`config.mk`:
```
export PLATFORM = sky130hd
export DESIGN_NAME = pipe_if_id_skid_flat
export DESIGN_NICKNAME = d
export VERILOG_FILES = /design/src/rtl/pipe_if_id_skid_pkg.sv /design/src/rtl/pipe_if_id_skid_if.sv /design/src/rtl/stl_reg.sv /design/src/rtl/pipe_if_id_skid.sv /design/src/flat_wrapper.sv
export SDC_FILE = /design/constraint.sdc
export NUM_CORES = 1
export LEC_CHECK = 0
export ABC_AREA = 1
export CORE_MARGIN = 2
export CORE_UTILIZATION = 52
export DETAILED_ROUTE_END_ITERATION = 8
export HOLD_SLACK_MARGIN = 0.1
export PLACE_DENSITY = 0.92
export SLEW_MARGIN = 20
export SYNTH_ARGS = -nofsm -noshare
export SYNTH_HDL_FRONTEND = slang
export SYNTH_SLANG_ARGS = --single-unit
```
`constraint.sdc`:
```
create_clock -name i_clk -period 2.25 [get_ports i_clk]
set_input_delay 0.225 -clock i_clk [delete_from_list [all_inputs] [get_ports i_clk]]
set_output_delay 0.225 -clock i_clk [all_outputs]
set_load 0.01 [all_outputs]
```
`src/rtl/pipe_if_id_skid_pkg.sv`:
```
//------------------------------------------------------------------------------
// pipe_if_id_skid_pkg
// Shared definitions for the IF/ID skid-buffered pipeline stage:
//   - default instruction / PC widths and the NOP bubble instruction
//   - control state encoding (EMPTY = 0, ONE = 1, TWO = 2)
//   - helper mapping a control state to its occupancy count
// No ports (package).
//------------------------------------------------------------------------------
package pipe_if_id_skid_pkg;

   localparam int          DEF_INS_WIDTH = 32;
   localparam int          DEF_CPU_WIDTH = 64;
   localparam logic [31:0] DEF_NOP_INS   = 32'h0000_0013;   // ADDI x0,x0,0

   // Number of entries held is encoded directly in the state value
   typedef enum logic [1:0] {
      ST_EMPTY = 2'd0,
      ST_ONE   = 2'd1,
      ST_TWO   = 2'd2
   } state_e;

   // Occupancy reported for a given control state
   function automatic logic [1:0] occ_of_state(input state_e st);
      logic [1:0] occ;
      case (st)
         ST_EMPTY: occ = 2'd0;
         ST_ONE:   occ = 2'd1;
         ST_TWO:   occ = 2'd2;
         default:  occ = 2'd0;
      endcase
      return occ;
   endfunction

endpackage

```
`src/rtl/pipe_if_id_skid_if.sv`:
```
//------------------------------------------------------------------------------
// pipe_if_id_skid_if
// Handshake bundle between IFU, the IF/ID stage and IDU.
//   IFU side : i_ifu_valid, o_ifu_ready, i_ifu_ins, i_ifu_pc
//   IDU side : o_idu_valid, i_idu_ready, o_idu_ins, o_idu_pc, s_idu_diffpc
//   debug    : o_occ (entries held, 0..2)
// Modports:
//   slave  - the pipeline stage (consumes i_*, drives o_* / s_*)
//   master - the surrounding environment (drives i_*, observes o_* / s_*)
//------------------------------------------------------------------------------
interface pipe_if_id_skid_if
   import pipe_if_id_skid_pkg::*;
#(
   parameter int INS_WIDTH = DEF_INS_WIDTH,
   parameter int CPU_WIDTH = DEF_CPU_WIDTH
);

   logic                 i_ifu_valid;
   logic                 o_ifu_ready;
   logic [INS_WIDTH-1:0] i_ifu_ins;
   logic [CPU_WIDTH-1:0] i_ifu_pc;

   logic                 o_idu_valid;
   logic                 i_idu_ready;
   logic [INS_WIDTH-1:0] o_idu_ins;
   logic [CPU_WIDTH-1:0] o_idu_pc;
   logic [CPU_WIDTH-1:0] s_idu_diffpc;

   logic [1:0]           o_occ;

   modport slave (
      input  i_ifu_valid, i_ifu_ins, i_ifu_pc, i_idu_ready,
      output o_ifu_ready, o_idu_valid, o_idu_ins, o_idu_pc, s_idu_diffpc, o_occ
   );

   modport master (
      output i_ifu_valid, i_ifu_ins, i_ifu_pc, i_idu_ready,
      input  o_ifu_ready, o_idu_valid, o_idu_ins, o_idu_pc, s_idu_diffpc, o_occ
   );

endinterface

```
`src/rtl/stl_reg.sv`:
```
//------------------------------------------------------------------------------
// stl_reg
// Generic enabled register with asynchronous active-low reset to RESET_VAL.
//   clk   - clock, rising edge
//   rst_n - asynchronous active-low reset
//   wen   - load enable
//   din   - next value
//   dout  - registered value
//------------------------------------------------------------------------------
module stl_reg #(
   parameter int               WIDTH     = 1,
   parameter logic [WIDTH-1:0] RESET_VAL = {WIDTH{1'b0}}
) (
   input  logic             clk,
   input  logic             rst_n,
   input  logic             wen,
   input  logic [WIDTH-1:0] din,
   output logic [WIDTH-1:0] dout
);

   logic [WIDTH-1:0] data_r;

   // Storage register: loads din when enabled, otherwise holds
   always_ff @(posedge clk or negedge rst_n) begin
      if (!rst_n) begin
         data_r <= RESET_VAL;
      end else if (wen) begin
         data_r <= din;
      end else begin
         data_r <= data_r;
      end
   end

   assign dout = data_r;

endmodule

```
`src/rtl/pipe_if_id_skid.sv`:
```
//------------------------------------------------------------------------------
// pipe_if_id_skid
// IF/ID pipeline register with valid/ready handshakes on both sides and a
// two-entry skid (main register M driving the outputs, skid register S behind
// it). Full-throughput transfer without a combinational ready path: the IFU
// ready is a flop computed from the next state. Flush discards both entries
// and optionally injects one valid NOP bubble carrying the current IFU pc.
// Ports:
//   i_clk   - clock, rising edge
//   i_rst_n - asynchronous active-low reset
//   i_flush - kill all held entries (redirect / trap), highest priority
//   bus     - pipe_if_id_skid_if.slave handshake bundle (IFU + IDU + o_occ)
//------------------------------------------------------------------------------
module pipe_if_id_skid
   import pipe_if_id_skid_pkg::*;
#(
   parameter int                   INS_WIDTH    = DEF_INS_WIDTH,
   parameter int                   CPU_WIDTH    = DEF_CPU_WIDTH,
   parameter logic [INS_WIDTH-1:0] NOP_INS      = DEF_NOP_INS,
   parameter bit                   BUBBLE_VALID = 1'b1
) (
   input  logic             i_clk,
   input  logic             i_rst_n,
   input  logic             i_flush,
   pipe_if_id_skid_if.slave bus
);

   localparam int ENTRY_W = INS_WIDTH + 2 * CPU_WIDTH;
   localparam logic [CPU_WIDTH-1:0] PC_ZERO = {CPU_WIDTH{1'b0}};

   // Entry layout: {ins, pc, diffpc}
   function automatic logic [ENTRY_W-1:0] pack_entry(
      input logic [INS_WIDTH-1:0] ins,
      input logic [CPU_WIDTH-1:0] pc,
      input logic [CPU_WIDTH-1:0] diffpc
   );
      return {ins, pc, diffpc};
   endfunction

   // M resets to an idle entry so the outputs show NOP / 0 straight away
   localparam logic [ENTRY_W-1:0] M_RESET = {NOP_INS, PC_ZERO, PC_ZERO};
   localparam logic [ENTRY_W-1:0] S_RESET = {ENTRY_W{1'b0}};

   state_e               state_r;
   state_e               state_nx_s;
   logic                 valid_r;
   logic                 ready_r;
   logic [1:0]           occ_r;

   logic                 accept_s;
   logic                 drain_s;

   logic                 m_en_s;
   logic [ENTRY_W-1:0]   m_d_s;
   logic [ENTRY_W-1:0]   m_q_s;
   logic                 s_en_s;
   logic [ENTRY_W-1:0]   s_d_s;
   logic [ENTRY_W-1:0]   s_q_s;

   logic [INS_WIDTH-1:0] m_ins_s;
   logic [CPU_WIDTH-1:0] m_pc_s;
   logic [CPU_WIDTH-1:0] m_diff_s;

   assign m_ins_s  = m_q_s[ENTRY_W-1 -: INS_WIDTH];
   assign m_pc_s   = m_q_s[2*CPU_WIDTH-1 -: CPU_WIDTH];
   assign m_diff_s = m_q_s[CPU_WIDTH-1:0];

   assign accept_s = bus.i_ifu_valid & ready_r;
   assign drain_s  = valid_r & bus.i_idu_ready;

   // Main register M: its contents are the IDU-facing outputs
   stl_reg #(
      .WIDTH     (ENTRY_W),
      .RESET_VAL (M_RESET)
   ) u_m_reg (
      .clk   (i_clk),
      .rst_n (i_rst_n),
      .wen   (m_en_s),
      .din   (m_d_s),
      .dout  (m_q_s)
   );

   // Skid register S: catches the entry accepted while M is stalled
   stl_reg #(
      .WIDTH     (ENTRY_W),
      .RESET_VAL (S_RESET)
   ) u_s_reg (
      .clk   (i_clk),
      .rst_n (i_rst_n),
      .wen   (s_en_s),
      .din   (s_d_s),
      .dout  (s_q_s)
   );

   // Next-state and register-load control. Whenever M becomes empty it is
   // rewritten with NOP / held pc / diffpc 0, so the outputs need no muxing.
   always_comb begin
      state_nx_s = state_r;
      m_en_s     = 1'b0;
      m_d_s      = m_q_s;
      s_en_s     = 1'b0;
      s_d_s      = s_q_s;

      if (i_flush) begin
         // A same-cycle accept completes on the IFU side but its data is dropped
         s_en_s = 1'b1;
         s_d_s  = S_RESET;
         m_en_s = 1'b1;
         if (BUBBLE_VALID) begin
            state_nx_s = ST_ONE;
            m_d_s      = pack_entry(NOP_INS, bus.i_ifu_pc, PC_ZERO);
         end else begin
            state_nx_s = ST_EMPTY;
            m_d_s      = pack_entry(NOP_INS, m_pc_s, PC_ZERO);
         end
      end else begin
         case (state_r)
            ST_EMPTY: begin
               if (accept_s) begin
                  state_nx_s = ST_ONE;
                  m_en_s     = 1'b1;
                  m_d_s      = pack_entry(bus.i_ifu_ins, bus.i_ifu_pc, bus.i_ifu_pc);
               end else begin
                  state_nx_s = ST_EMPTY;
               end
            end
            ST_ONE: begin
               if (accept_s && drain_s) begin
                  state_nx_s = ST_ONE;
                  m_en_s     = 1'b1;
                  m_d_s      = pack_entry(bus.i_ifu_ins, bus.i_ifu_pc, bus.i_ifu_pc);
               end else if (accept_s) begin
                  state_nx_s = ST_TWO;
                  s_en_s     = 1'b1;
                  s_d_s      = pack_entry(bus.i_ifu_ins, bus.i_ifu_pc, bus.i_ifu_pc);
               end else if (drain_s) begin
                  state_nx_s = ST_EMPTY;
                  m_en_s     = 1'b1;
                  m_d_s      = pack_entry(NOP_INS, m_pc_s, PC_ZERO);
               end else begin
                  state_nx_s = ST_ONE;
               end
            end
            ST_TWO: begin
               // ready is low here, so only a drain can move the state
               if (drain_s) begin
                  state_nx_s = ST_ONE;
                  m_en_s     = 1'b1;
                  m_d_s      = s_q_s;
               end else begin
                  state_nx_s = ST_TWO;
               end
            end
            default: begin
               state_nx_s = ST_EMPTY;
               m_en_s     = 1'b1;
               m_d_s      = M_RESET;
               s_en_s     = 1'b1;
               s_d_s      = S_RESET;
            end
         endcase
      end
   end

   // State and registered handshake/status outputs, all derived from next state
   always_ff @(posedge i_clk or negedge i_rst_n) begin
      if (!i_rst_n) begin
         state_r <= ST_EMPTY;
         valid_r <= 1'b0;
         ready_r <= 1'b1;
         occ_r   <= 2'd0;
      end else begin
         state_r <= state_nx_s;
         valid_r <= (state_nx_s != ST_EMPTY);
         ready_r <= (state_nx_s != ST_TWO);
         occ_r   <= occ_of_state(state_nx_s);
      end
   end

   assign bus.o_ifu_ready  = ready_r;
   assign bus.o_idu_valid  = valid_r;
   assign bus.o_idu_ins    = m_ins_s;
   assign bus.o_idu_pc     = m_pc_s;
   assign bus.s_idu_diffpc = m_diff_s;
   assign bus.o_occ        = occ_r;

endmodule
```
`src/flat_wrapper.sv`:
```
// flat-port wrapper written by rule: the top's interface ports become plain ports
module pipe_if_id_skid_flat import pipe_if_id_skid_pkg::*;
#(
   parameter int                   INS_WIDTH    = DEF_INS_WIDTH,
   parameter int                   CPU_WIDTH    = DEF_CPU_WIDTH,
   parameter logic [INS_WIDTH-1:0] NOP_INS      = DEF_NOP_INS,
   parameter bit                   BUBBLE_VALID = 1'b1
)
  (i_clk, i_rst_n, i_flush, bus_i_ifu_valid, bus_i_ifu_ins, bus_i_ifu_pc, bus_i_idu_ready, bus_o_ifu_ready, bus_o_idu_valid, bus_o_idu_ins, bus_o_idu_pc, bus_s_idu_diffpc, bus_o_occ);
  pipe_if_id_skid_if #(.INS_WIDTH(INS_WIDTH), .CPU_WIDTH(CPU_WIDTH)) bus_i ();
  input  logic i_clk;
  input  logic i_rst_n;
  input  logic i_flush;
  input wire logic [$bits(bus_i.i_ifu_valid)-1:0] bus_i_ifu_valid;
  input wire logic [$bits(bus_i.i_ifu_ins)-1:0] bus_i_ifu_ins;
  input wire logic [$bits(bus_i.i_ifu_pc)-1:0] bus_i_ifu_pc;
  input wire logic [$bits(bus_i.i_idu_ready)-1:0] bus_i_idu_ready;
  output wire logic [$bits(bus_i.o_ifu_ready)-1:0] bus_o_ifu_ready;
  output wire logic [$bits(bus_i.o_idu_valid)-1:0] bus_o_idu_valid;
  output wire logic [$bits(bus_i.o_idu_ins)-1:0] bus_o_idu_ins;
  output wire logic [$bits(bus_i.o_idu_pc)-1:0] bus_o_idu_pc;
  output wire logic [$bits(bus_i.s_idu_diffpc)-1:0] bus_s_idu_diffpc;
  output wire logic [$bits(bus_i.o_occ)-1:0] bus_o_occ;
  assign bus_i.i_ifu_valid = bus_i_ifu_valid;
  assign bus_i.i_ifu_ins = bus_i_ifu_ins;
  assign bus_i.i_ifu_pc = bus_i_ifu_pc;
  assign bus_i.i_idu_ready = bus_i_idu_ready;
  assign bus_o_ifu_ready = bus_i.o_ifu_ready;
  assign bus_o_idu_valid = bus_i.o_idu_valid;
  assign bus_o_idu_ins = bus_i.o_idu_ins;
  assign bus_o_idu_pc = bus_i.o_idu_pc;
  assign bus_s_idu_diffpc = bus_i.s_idu_diffpc;
  assign bus_o_occ = bus_i.o_occ;
  pipe_if_id_skid #(.INS_WIDTH(INS_WIDTH), .CPU_WIDTH(CPU_WIDTH), .NOP_INS(NOP_INS), .BUBBLE_VALID(BUBBLE_VALID)) u_core (.i_clk(i_clk), .i_rst_n(i_rst_n), .i_flush(i_flush), .bus(bus_i));
endmodule
```
==> results.yml <==
detailed_routing:
  first_pass_iters: 7
  ant_nets: 0
  wl_um: 37500
  initialDrtViolationCount: 984
  num_vias: 12200
  wire_per_inst_um: 16.8
  vias_per_cell: 5.48
  drc_errors: 0
floorplan:
  fp.dieW_um: 160
  die-area_mm2: 0.0257
  ios: 265
  start_util_pct: 52.6
  core_area_mm2: 0.0241
  die_h_um: 160
  rows: 57
timing:
  min_period_ns: 2.10
  hold_viol_final: 0
  max_slew_margin_pct: 56.9
  setup_viol: 0
  tightest_slew_ns: 0.646
  clock_skew_ns: 0.0195
  drv_slew: 0
  fin_setup_tns_ns: 0
  rsz0062_at_grt: "false"
  period_share_pct: 93.3
  max_freq_mhz: 476
min_path:
  min_path_type: "input pin to flip-flop"
global_routing:
  grt_start_max_net_pins: 81
  first_global_vias: 12200
  antenna_found_initial: 1
  grt_usage_pct: 28.7
  grt-ovfl-total: 0
  grt_pass1_wl_um: 60700
clock_network:
  cts_hold_buf: 1
  cts_setup_buffers: 0
  cts-root-buf: "clkbuf_16"
  ctsResizeCount: 0
  clock_latency_ns: 0.53
  h-tree-depth: 1
  cts_made_buffers: 27
  cts_buffer_depth: 3
  tritoncts: "built"
  clock-sinks: 262
  path_clk_slew_ns: 0.06
power:
  p_total_w: 0.0137
  p_leak_nw: 7.90
  ir_drop_v: 0.000506
  powerDensity_mw_per_mm2: 829
layout:
  final_area_mm2: 0.0165
  nNetsFinal: 1990
  drive_above_1_share_pct: 6.30
  fin_cells: 2231
  syn_to_final_growth_pct: 30.3
critical_path:
  cp_data_required_time_ns: 2.68
  critical_path_class: "flip-flop to flip-flop"
  cp-start-kind: "flip-flop"
  worstPathMaxFanout: 36
  cp.arrival_ns: 2.54
  cp-end-kind: "flip-flop"
yosys:
  yosysUniqueCellTypes: 22
  synth-seq-cells: 262
  synth_nets: 1768
  ys_seq_area_share_pct: 51.7
  syn-instance-count: 1667
  avgSynthCellArea_um2: 7.61
  synth_warnings: 0
  syn_area_mm2: 0.0127
place:
  gp_congestion: 0.843
  dpl_cell_area_mm2: 0.0157
  dpl.hpwl_um: 24300
  place_inst: 2183
  port_buffers: 264
run_status:
  status: "complete, no violations"
job:
  cap_violations: 0
-- final cells by class --
class                   instances  area [µm²]
clock inverters                 7        35.0
well taps                     324         405
fillers                      1868        7570
flip-flops and latches        262        6560
inverters                     204         768
clock buffers                  39         771
repair buffers                305        3150
diodes                          1        2.50
multi-input cells            1089        4830
-- logic make-up after synthesis --
kind of cell	Yosys count	synth area share [%]
DFF	262	51.7
AOI/OAI and AO/OA	285	12.0
buffers and inverters	316	10.5
and+or+nand+nor	804	25.8
-- placed cells by master, fill, tap and decap left out, types with 2 or more instances in the layout --
cell | netlist | layout
a21oi_1 | 80 | 80
a21oi_2 | 10 | 10
buf_12 | 0 | 16
buf_4 | 11 | 24
clkbuf_1 | 41 | 7
clkbuf_16 | 0 | 27
clkbuf_8 | 0 | 5
clkdlybuf4s50_1 | 0 | 262
clkinv_2 | 0 | 7
dfrtp_1 | 258 | 258
dfstp_2 | 4 | 4
inv_1 | 201 | 200
inv_2 | 3 | 3
nand2_1 | 577 | 576
nand2_2 | 1 | 2
nand3_1 | 166 | 165
nor2_1 | 47 | 42
nor2_2 | 10 | 11
nor2_4 | 1 | 5
o21ai_0 | 144 | 144
o21ai_1 | 9 | 9
o22ai_1 | 42 | 42
-- synthesized netlist by cell type, drive strengths merged --
cell	number	area share, %
nand2	579	17
dfrtp	258	51
inv	204	6.0
nand3	166	6.5
o21ai	153	6.0
a21oi	90	3.8
buf	71	3.3
nor2	58	2.0
o22ai	42	2.1
clkbuf	41	1.2
dfstp	4	0.83
or2	1	0.049
-- critical path: stages, from the launching register on --
cell,delay (ns)
dfrtp_1,0.49
inv_2,0.18
nand2_4,0.14
nor2_4,0.13
buf_4,0.36
nand2_1,0.24
buf_12,0.25
o22ai_1,0.20
-- path summary, 6_finish.rpt --
kind / start / to / slack (ns) / cells after the start
max: u_core.state_r[1]$_DFF_PN0_ / u_core.u_s_reg.dout[156]$_DFFE_PN0P_ / 0.15 / 7
max in group asynchronous: i_rst_n / u_core.bus.o_ifu_ready$_DFF_PN1_ / 1.21 / 3
min reg2reg: u_core.u_m_reg.dout[81]$_DFFE_PN0P_ / u_core.u_m_reg.dout[81]$_DFFE_PN0P_ / 0.48 / 2
min in group asynchronous: i_rst_n / u_core.u_m_reg.dout[97]$_DFFE_PN0P_ / 0.30 / 2
max reg2reg: u_core.state_r[1]$_DFF_PN0_ / u_core.u_s_reg.dout[156]$_DFFE_PN0P_ / 0.15 / 7
min: bus_i_ifu_ins[3] / u_core.u_s_reg.dout[131]$_DFFE_PN0P_ / 0.28 / 3
-- registers in the layout, indices dropped and copies added (netlist names) --
register                cells
u_core.u_m_reg.dout       160
u_core.u_s_reg.dout        96
u_core.bus.o_occ            2
u_core.state_r              2
u_core.bus.o_idu_valid      1
u_core.bus.o_ifu_ready      1
-- report_power, final --
group / internal, W / switching [W]
combinational: 0.00167 / 0.00212
sequential: 0.00535 / 0.000412
clock: 0.00236 / 0.00179
-- layer usage --
layer | track usage [%] | vias up | wire length (µm)
met5 | 0 | - | 0
met3 | 4.39 | 118 | 3190
met2 | 48.6 | 688 | 18100
met1 | 36.8 | 5757 | 14900
li1 | - | 5672 | -
met4 | 12.9 | 0 | 1380
-- per-stage QoR --
| stage | hold slack, ns | worst slack, ns | util, % |
|---|---|---|---|
| after global routing | 0.285 | 0.0295 | 68.6 |
| after CTS | 0.272 | 0.159 | 68.6 |
| after floorplan | -0.0706 | 0.624 | - |
| after detailed placement | 0.266 | 0.140 | 65.2 |
| final | 0.282 | 0.150 | 68.6 |
| after global placement | 0.264 | 0.228 | 65.2 |
(Power assumes the default switching activity.)
